--- config.mk ---
export PLATFORM = sky130hd
export DESIGN_NAME = stream_to_axi_r
export DESIGN_NICKNAME = d
export VERILOG_FILES = /design/src/rtl/stream_to_axi_r_pkg.sv /design/src/rtl/stream_r_meta_unpack.sv /design/src/rtl/stream_to_axi_r.sv
export SDC_FILE = /design/constraint.sdc
export NUM_CORES = 1
export LEC_CHECK = 0
export CAP_MARGIN = 40
export CORE_ASPECT_RATIO = 0.75
export CORE_MARGIN = 2
export CORE_UTILIZATION = 44
export CTS_BUF_LIST = sky130_fd_sc_hd__clkbuf_4 sky130_fd_sc_hd__clkbuf_8 sky130_fd_sc_hd__clkbuf_16
export DETAILED_ROUTE_END_ITERATION = 8
export PLACE_DENSITY = 0.81
export SLEW_MARGIN = 0
export SYNTH_ARGS = -nofsm -noshare
export SYNTH_HDL_FRONTEND = slang
export SYNTH_SLANG_ARGS = --single-unit
--- constraint.sdc ---
create_clock -name clk -period 10.26 [get_ports clk]
set_input_delay 2.565 -clock clk [delete_from_list [all_inputs] [get_ports clk]]
set_output_delay 2.565 -clock clk [all_outputs]
set_load 0.01 [all_outputs]
--- src/rtl/stream_to_axi_r_pkg.sv ---
// Shared definitions for the receive-side AXI R stream block: FSM states,
// stream type codes common with the transmit taps, and metadata field offsets.
package stream_to_axi_r_pkg;

  typedef enum logic [1:0] {
    WAIT_DATA = 2'd0,
    WAIT_META = 2'd1,
    DRIVE     = 2'd2
  } r_state_e;

  // Type codes carried in the top bits of every metadata word.
  typedef enum logic [2:0] {
    STREAM_TYPE_R  = 3'd0,
    STREAM_TYPE_AR = 3'd1,
    STREAM_TYPE_AW = 3'd2,
    STREAM_TYPE_W  = 3'd3,
    STREAM_TYPE_B  = 3'd4
  } stream_type_e;

  localparam int RRESP_W = 2;

  function automatic int meta_rresp_lsb(input int id_w);
    return id_w;
  endfunction

  function automatic int meta_rlast_bit(input int id_w);
    return id_w + RRESP_W;
  endfunction

  function automatic int meta_ruser_lsb(input int id_w);
    return id_w + RRESP_W + 1;
  endfunction

  function automatic int meta_type_lsb(input int data_w, input int type_w);
    return data_w - type_w;
  endfunction

endpackage

--- src/rtl/stream_r_meta_unpack.sv ---
// Purely combinational split of an R-beat metadata word into its AXI fields.
// Bits between ruser and the type field carry nothing and are ignored.
module stream_r_meta_unpack
  import stream_to_axi_r_pkg::*;
#(
  parameter int DATA_WIDTH        = 128,
  parameter int ID_WIDTH          = 32,
  parameter int USER_WIDTH        = 64,
  parameter int STREAM_TYPE_WIDTH = 3
) (
  input  logic [DATA_WIDTH-1:0]        i_meta,
  output logic [ID_WIDTH-1:0]          o_rid,
  output logic [1:0]                   o_rresp,
  output logic                         o_rlast,
  output logic [USER_WIDTH-1:0]        o_ruser,
  output logic [STREAM_TYPE_WIDTH-1:0] o_type
);

  localparam int RRESP_LSB = meta_rresp_lsb(ID_WIDTH);
  localparam int RLAST_BIT = meta_rlast_bit(ID_WIDTH);
  localparam int RUSER_LSB = meta_ruser_lsb(ID_WIDTH);
  localparam int TYPE_LSB  = meta_type_lsb(DATA_WIDTH, STREAM_TYPE_WIDTH);

  function automatic logic [DATA_WIDTH-1:0] ignored_mask();
    logic [DATA_WIDTH-1:0] m;
    m = '0;
    for (int i = RUSER_LSB + USER_WIDTH; i < TYPE_LSB; i++) begin
      m = m | (DATA_WIDTH'(1) << i);
    end
    return m;
  endfunction

  localparam logic [DATA_WIDTH-1:0] IGN_MASK = ignored_mask();

  logic w_unused_ign;

  assign o_rid        = i_meta[ID_WIDTH-1:0];
  assign o_rresp      = i_meta[RRESP_LSB +: RRESP_W];
  assign o_rlast      = i_meta[RLAST_BIT];
  assign o_ruser      = i_meta[RUSER_LSB +: USER_WIDTH];
  assign o_type       = i_meta[TYPE_LSB +: STREAM_TYPE_WIDTH];
  assign w_unused_ign = ^(i_meta & IGN_MASK);

endmodule

--- src/rtl/stream_to_axi_r.sv ---
// Rebuilds AXI R beats from data+metadata stream-word pairs and drives an AXI R master.
// Optional macro STREAM_R_TYPE_CHECK_EN drops pairs whose metadata type differs from STREAM_TYPE.
module stream_to_axi_r
  import stream_to_axi_r_pkg::*;
#(
  parameter int DATA_WIDTH        = 128,
  parameter int ID_WIDTH          = 32,
  parameter int USER_WIDTH        = 64,
  parameter int BURST_LEN         = 8,
  parameter int STREAM_TYPE_WIDTH = 3,
  parameter logic [STREAM_TYPE_WIDTH-1:0] STREAM_TYPE = STREAM_TYPE_WIDTH'(STREAM_TYPE_R)
) (
  input  logic                  clk,
  input  logic                  reset,
  input  logic                  s_valid,
  output logic                  s_ready,
  input  logic [DATA_WIDTH-1:0] s_data,
  output logic                  in_progress,
  output logic [ID_WIDTH-1:0]   AXIM_rid,
  output logic [DATA_WIDTH-1:0] AXIM_rdata,
  output logic [1:0]            AXIM_rresp,
  output logic                  AXIM_rlast,
  output logic [USER_WIDTH-1:0] AXIM_ruser,
  output logic                  AXIM_rvalid,
  input  logic                  AXIM_rready,
  output logic                  err_pulse,
  output logic [15:0]           err_count
);

  localparam int               CNT_W   = $clog2(BURST_LEN) + 1;
  localparam logic [CNT_W-1:0] CNT_MAX = CNT_W'(BURST_LEN);
  localparam logic [15:0]      ERR_SAT = 16'hFFFF;

  r_state_e r_state;
  r_state_e w_next_state;

  logic [DATA_WIDTH-1:0] r_rdata;
  logic [ID_WIDTH-1:0]   r_rid;
  logic [1:0]            r_rresp;
  logic                  r_rlast;
  logic [USER_WIDTH-1:0] r_ruser;
  logic [CNT_W-1:0]      r_beat_cnt;
  logic                  r_err_pulse;
  logic [15:0]           r_err_count;

  logic [ID_WIDTH-1:0]          w_meta_rid;
  logic [1:0]                   w_meta_rresp;
  logic                         w_meta_rlast;
  logic [USER_WIDTH-1:0]        w_meta_ruser;
  logic [STREAM_TYPE_WIDTH-1:0] w_meta_type;

  logic             w_data_hs;
  logic             w_meta_hs;
  logic             w_meta_load;
  logic             w_r_hs;
  logic             w_type_err;
  logic             w_overrun;
  logic             w_err_event;
  logic [CNT_W-1:0] w_cnt_inc;

  stream_r_meta_unpack #(
    .DATA_WIDTH        (DATA_WIDTH),
    .ID_WIDTH          (ID_WIDTH),
    .USER_WIDTH        (USER_WIDTH),
    .STREAM_TYPE_WIDTH (STREAM_TYPE_WIDTH)
  ) u_meta_unpack (
    .i_meta  (s_data),
    .o_rid   (w_meta_rid),
    .o_rresp (w_meta_rresp),
    .o_rlast (w_meta_rlast),
    .o_ruser (w_meta_ruser),
    .o_type  (w_meta_type)
  );

  assign w_data_hs   = (r_state == WAIT_DATA) && s_valid;
  assign w_meta_hs   = (r_state == WAIT_META) && s_valid;
  assign w_r_hs      = (r_state == DRIVE) && AXIM_rready;
  assign w_meta_load = w_meta_hs && !w_type_err;

`ifdef STREAM_R_TYPE_CHECK_EN
  assign w_type_err = w_meta_hs && (w_meta_type != STREAM_TYPE);
`else
  logic w_unused_type;
  assign w_type_err    = 1'b0;
  assign w_unused_type = ^{w_meta_type, STREAM_TYPE};
`endif

  // A non-last beat that fills the counter is an overrun; the beat still goes out.
  assign w_cnt_inc   = r_beat_cnt + CNT_W'(1);
  assign w_overrun   = w_r_hs && !r_rlast && (w_cnt_inc == CNT_MAX);
  assign w_err_event = w_overrun || w_type_err;

  always_ff @(posedge clk or posedge reset) begin
    if (reset) begin
      r_state <= WAIT_DATA;
    end else begin
      r_state <= w_next_state;
    end
  end

  always_comb begin
    w_next_state = r_state;
    case (r_state)
      WAIT_DATA: if (s_valid) w_next_state = WAIT_META;
      WAIT_META: if (s_valid) w_next_state = w_type_err ? WAIT_DATA : DRIVE;
      DRIVE:     if (AXIM_rready) w_next_state = WAIT_DATA;
      default:   w_next_state = WAIT_DATA;
    endcase
  end

  always_comb begin
    s_ready     = 1'b1;
    AXIM_rvalid = 1'b0;
    in_progress = 1'b0;
    case (r_state)
      WAIT_DATA: begin
        s_ready = 1'b1;
      end
      WAIT_META: begin
        in_progress = 1'b1;
      end
      DRIVE: begin
        s_ready     = 1'b0;
        AXIM_rvalid = 1'b1;
        in_progress = 1'b1;
      end
      default: begin
        s_ready = 1'b1;
      end
    endcase
  end

  always_ff @(posedge clk or posedge reset) begin
    if (reset) begin
      r_rdata <= '0;
    end else if (w_data_hs) begin
      r_rdata <= s_data;
    end
  end

  always_ff @(posedge clk or posedge reset) begin
    if (reset) begin
      r_rid   <= '0;
      r_rresp <= '0;
      r_rlast <= 1'b0;
      r_ruser <= '0;
    end else if (w_meta_load) begin
      r_rid   <= w_meta_rid;
      r_rresp <= w_meta_rresp;
      r_rlast <= w_meta_rlast;
      r_ruser <= w_meta_ruser;
    end
  end

  always_ff @(posedge clk or posedge reset) begin
    if (reset) begin
      r_beat_cnt <= '0;
    end else if (w_r_hs) begin
      r_beat_cnt <= (r_rlast || w_overrun) ? '0 : w_cnt_inc;
    end
  end

  always_ff @(posedge clk or posedge reset) begin
    if (reset) begin
      r_err_pulse <= 1'b0;
      r_err_count <= '0;
    end else begin
      r_err_pulse <= w_err_event;
      if (w_err_event && (r_err_count != ERR_SAT)) begin
        r_err_count <= r_err_count + 16'd1;
      end
    end
  end

  assign AXIM_rid   = r_rid;
  assign AXIM_rdata = r_rdata;
  assign AXIM_rresp = r_rresp;
  assign AXIM_rlast = r_rlast;
  assign AXIM_ruser = r_ruser;
  assign err_pulse  = r_err_pulse;
  assign err_count  = r_err_count;

endmodule

==> results by group <==
Worst hold path
  • Worst hold endpoint: AXIM_rdata[101]
  • Hold Crit Class: flip-flop to flip-flop
  • Hold depth: 1
  • Beginning of the worst hold path: AXIM_rdata[101]

Clock network
  • # resized after CTS: 0
  • H-tree Lvls: 1
  • Setup Buffers After CTS: 0
  • Worst skew pair latency: 510 ps
  • TritonCTS clock tree: yes
  • Clock-pin slew on the worst setup and hold paths: 60 ps
  • # clock sinks: 250
  • Root Driver: clkbuf_16
  • Hold-fix buffers, CTS: 0
  • CTS Buf Count: 25
  • Longest Clk Path Bufs: 3

Synthesis
  • Cell taking the most area after synthesis: dfrtp_1
  • Async SR Flop Fraction: 1.00
  • Register area share after synthesis: 0.650
  • Count of flip-flops with a built-in enable after synthesis: 0
  • Synth cell types: 35
  • Mapped Cells: 594
  • Yosys reg bits: 250
  • Count leader, synth: dfrtp_1
  • Syn nets: 733
  • Top post-synthesis cells by count: 250 x dfrtp_1, 231 x mux2_2, 14 x buf_2, 13 x xor2_1, 11 x nand2_1
  • Post-Syn Area: 9620 um2
  • Top cells by area, synth: dfrtp_1 65%, mux2_2 27%, xor2_1 1.2%
  • Yosys top cell area share: 0.650
  • Ys Warns: 0
  • Mean Syn Cell Area: 16.2 um2
  • Top FF cell, synth: dfrtp_1

Worst setup path
  • Cell mode on critical path: inv_1
  • Reg2Reg Launch Point: r_state[0]
  • Startpoint Class: flip-flop
  • Critical Path RT: 7700 ps
  • Flop2flop setup slack: 7660 ps
  • Critical Path End Type: output pin
  • Crit Reg-Reg Endpoint: AXIM_rdata[60]
  • Reg2reg path depth: 6
  • Slowest CP cell: clkdlybuf4s50_1
  • Crit path cell chain: inv_1 > ha_1 > inv_1 > clkdlybuf4s50_1
  • Critical path peak fanout: 6
  • Slowest cell delay on critical path: 540 ps
  • Worst setup path class: flip-flop to output pin
  • Worst Path Arrival: 1930 ps

Flow run
  • Max-cap violations: 0

Global routing
  • Vias in the first global route: 6966
  • Initial antenna violation count: 0
  • Largest net degree at the start of global routing: 93
  • GRT Total Usage: 0.216
  • First-pass GRT wire length: 39300 um
  • Gr ovfl total: 0

Timing
  • Final hold violations: 0
  • Setup ws final: 5760 ps
  • Worst rel slew slack: 0.477
  • Worst-margin pin slew: 784 ps
  • Fmax: 222 MHz
  • Share of the clock period used by the worst path: 0.438
  • Hold WS: 501 ps
  • Max Clock Skew: 11.2 ps
  • Pins Over Slew Limit: 0
  • Setup TNS: 0 ps
  • RSZ-0062 raised after global routing: false
  • Final setup vio count: 0
  • Min cycle time layout: 4500 ps

Power
  • Cell Pwr Density: 325 nW/um2
  • Leak: 6.27 nW
  • Peak supply drop: 0.218 mV

Finish
  • Nets@finish: 1121
  • Area Overhead vs Synth: 52.8%
  • Number of diodes: 0
  • Layout cells sized above 1: 0.295

Floorplanning
  • Core ar.: 21300 um2
  • # rows: 46
  • Die Wd: 175 um
  • Initial core utilization: 0.452
  • Die area: 23100 um2
  • Top-Level Pins: 379
  • Die Span Y: 132 um

Routing
  • 1st-pass router iterations: 4
  • Via density: 4.97
  • Final antenna-violating net count: 0
  • Final wirelength: 25000 um
  • Vias: 6393
  • Wire per inst: 19.4 um
  • DR iter-0 viols: 269
  • DRC: 0

Placed design
  • Dpl ws: 5280 ps
  • RePlAce Congestion: 0.782
  • Detail Placement HPWL: 17500 um
  • I/O Buffers: 378

Outcome
  • Outcome: complete, no violations
-- critical path, delay by kind of cell, from the launching register on --
family	cells	cell delay, ps
flops	1	390
fa+ha+maj	1	290
buf+inv	3	750
-- power by group --
part,switching [mW],total [mW],internal (mW)
logic,0.782,2.07,1.29
registers,0.249,1.71,1.46
clock network,0.377,0.994,0.617
total,1.41,4.78,3.37
-- sequential cells by signal (all words and copies together), names as in the netlist --
register    flops
AXIM_rlast      1
r_beat_cnt      4
AXIM_rresp      2
AXIM_ruser     64
err_pulse       1
AXIM_rid       32
r_state         2
err_count      16
AXIM_rdata    128
-- metrics by stage --
step                total power, mW   util  cells  area, um2
global route                   5.03  0.690   1287      14700
detailed placement             3.81  0.648   1243      13800
finish                         4.78  0.690   1287      14700
global placement               3.74  0.643   1239      13700
floorplan                      2.59      -    594       9620
CTS                            4.84  0.690   1287      14700
-- layout by cell type, fill, tap and decap left out, drive strengths merged, types with 2 or more instances in the layout --
cell type,Yosys,layout
bufinv,0,5
o21ai,6,6
nand4,5,5
nor4b,2,2
and3b,2,2
mux2,232,232
ha,7,7
xor2,13,13
nand3,6,6
nor2,5,5
inv,5,6
and4,2,2
nand2,11,11
nor3,5,5
clkdlybuf4s50,0,378
clkinv,0,3
nor4,7,7
clkbuf,8,34
buf,17,8
dfrtp,250,250
-- routing by layer --
metal	wire, um	track usage	part of all wire
met3	2230	0.0784	0.089
met1	9800	0.255	0.39
met4	648	0.0560	0.026
met5	0	0	0
met2	12300	0.374	0.49
-- logic make-up after synthesis --
family | count (synthesis) | share of synthesized area
XOR/XNOR | 13 | 0.0118
buffers and inverters | 30 | 0.0143
multiplexers | 232 | 0.272
AND/OR/NAND/NOR | 50 | 0.0325
flip-flops | 250 | 0.650
adder cells (fa/ha/maj) | 7 | 0.00910
AO/OA/AOI/OAI | 12 | 0.0101
-- cell type report --
type                    instances  area [um2]
fillers                      1500        6600
inverters                       5        26.3
clock buffers                  34         718
repair buffers                386        3910
clock inverters                10         185
multi-input cells             314        3240
well taps                     288         360
flip-flops and latches        250        6260
-- worst max-delay path by stage --
stage                     startpoint              to  depth (start not counted)
final                     r_state[0]         s_ready                          4
after floorplan                reset   AXIM_rdata[0]                          1
after detailed placement     s_valid   AXIM_rdata[3]                          5
after CTS                 r_state[0]         s_ready                          4
after global routing         s_valid  AXIM_rdata[60]                          5
after global placement       s_valid  AXIM_rdata[52]                          4
No activity file was read; power rests on OpenSTA's default activity.
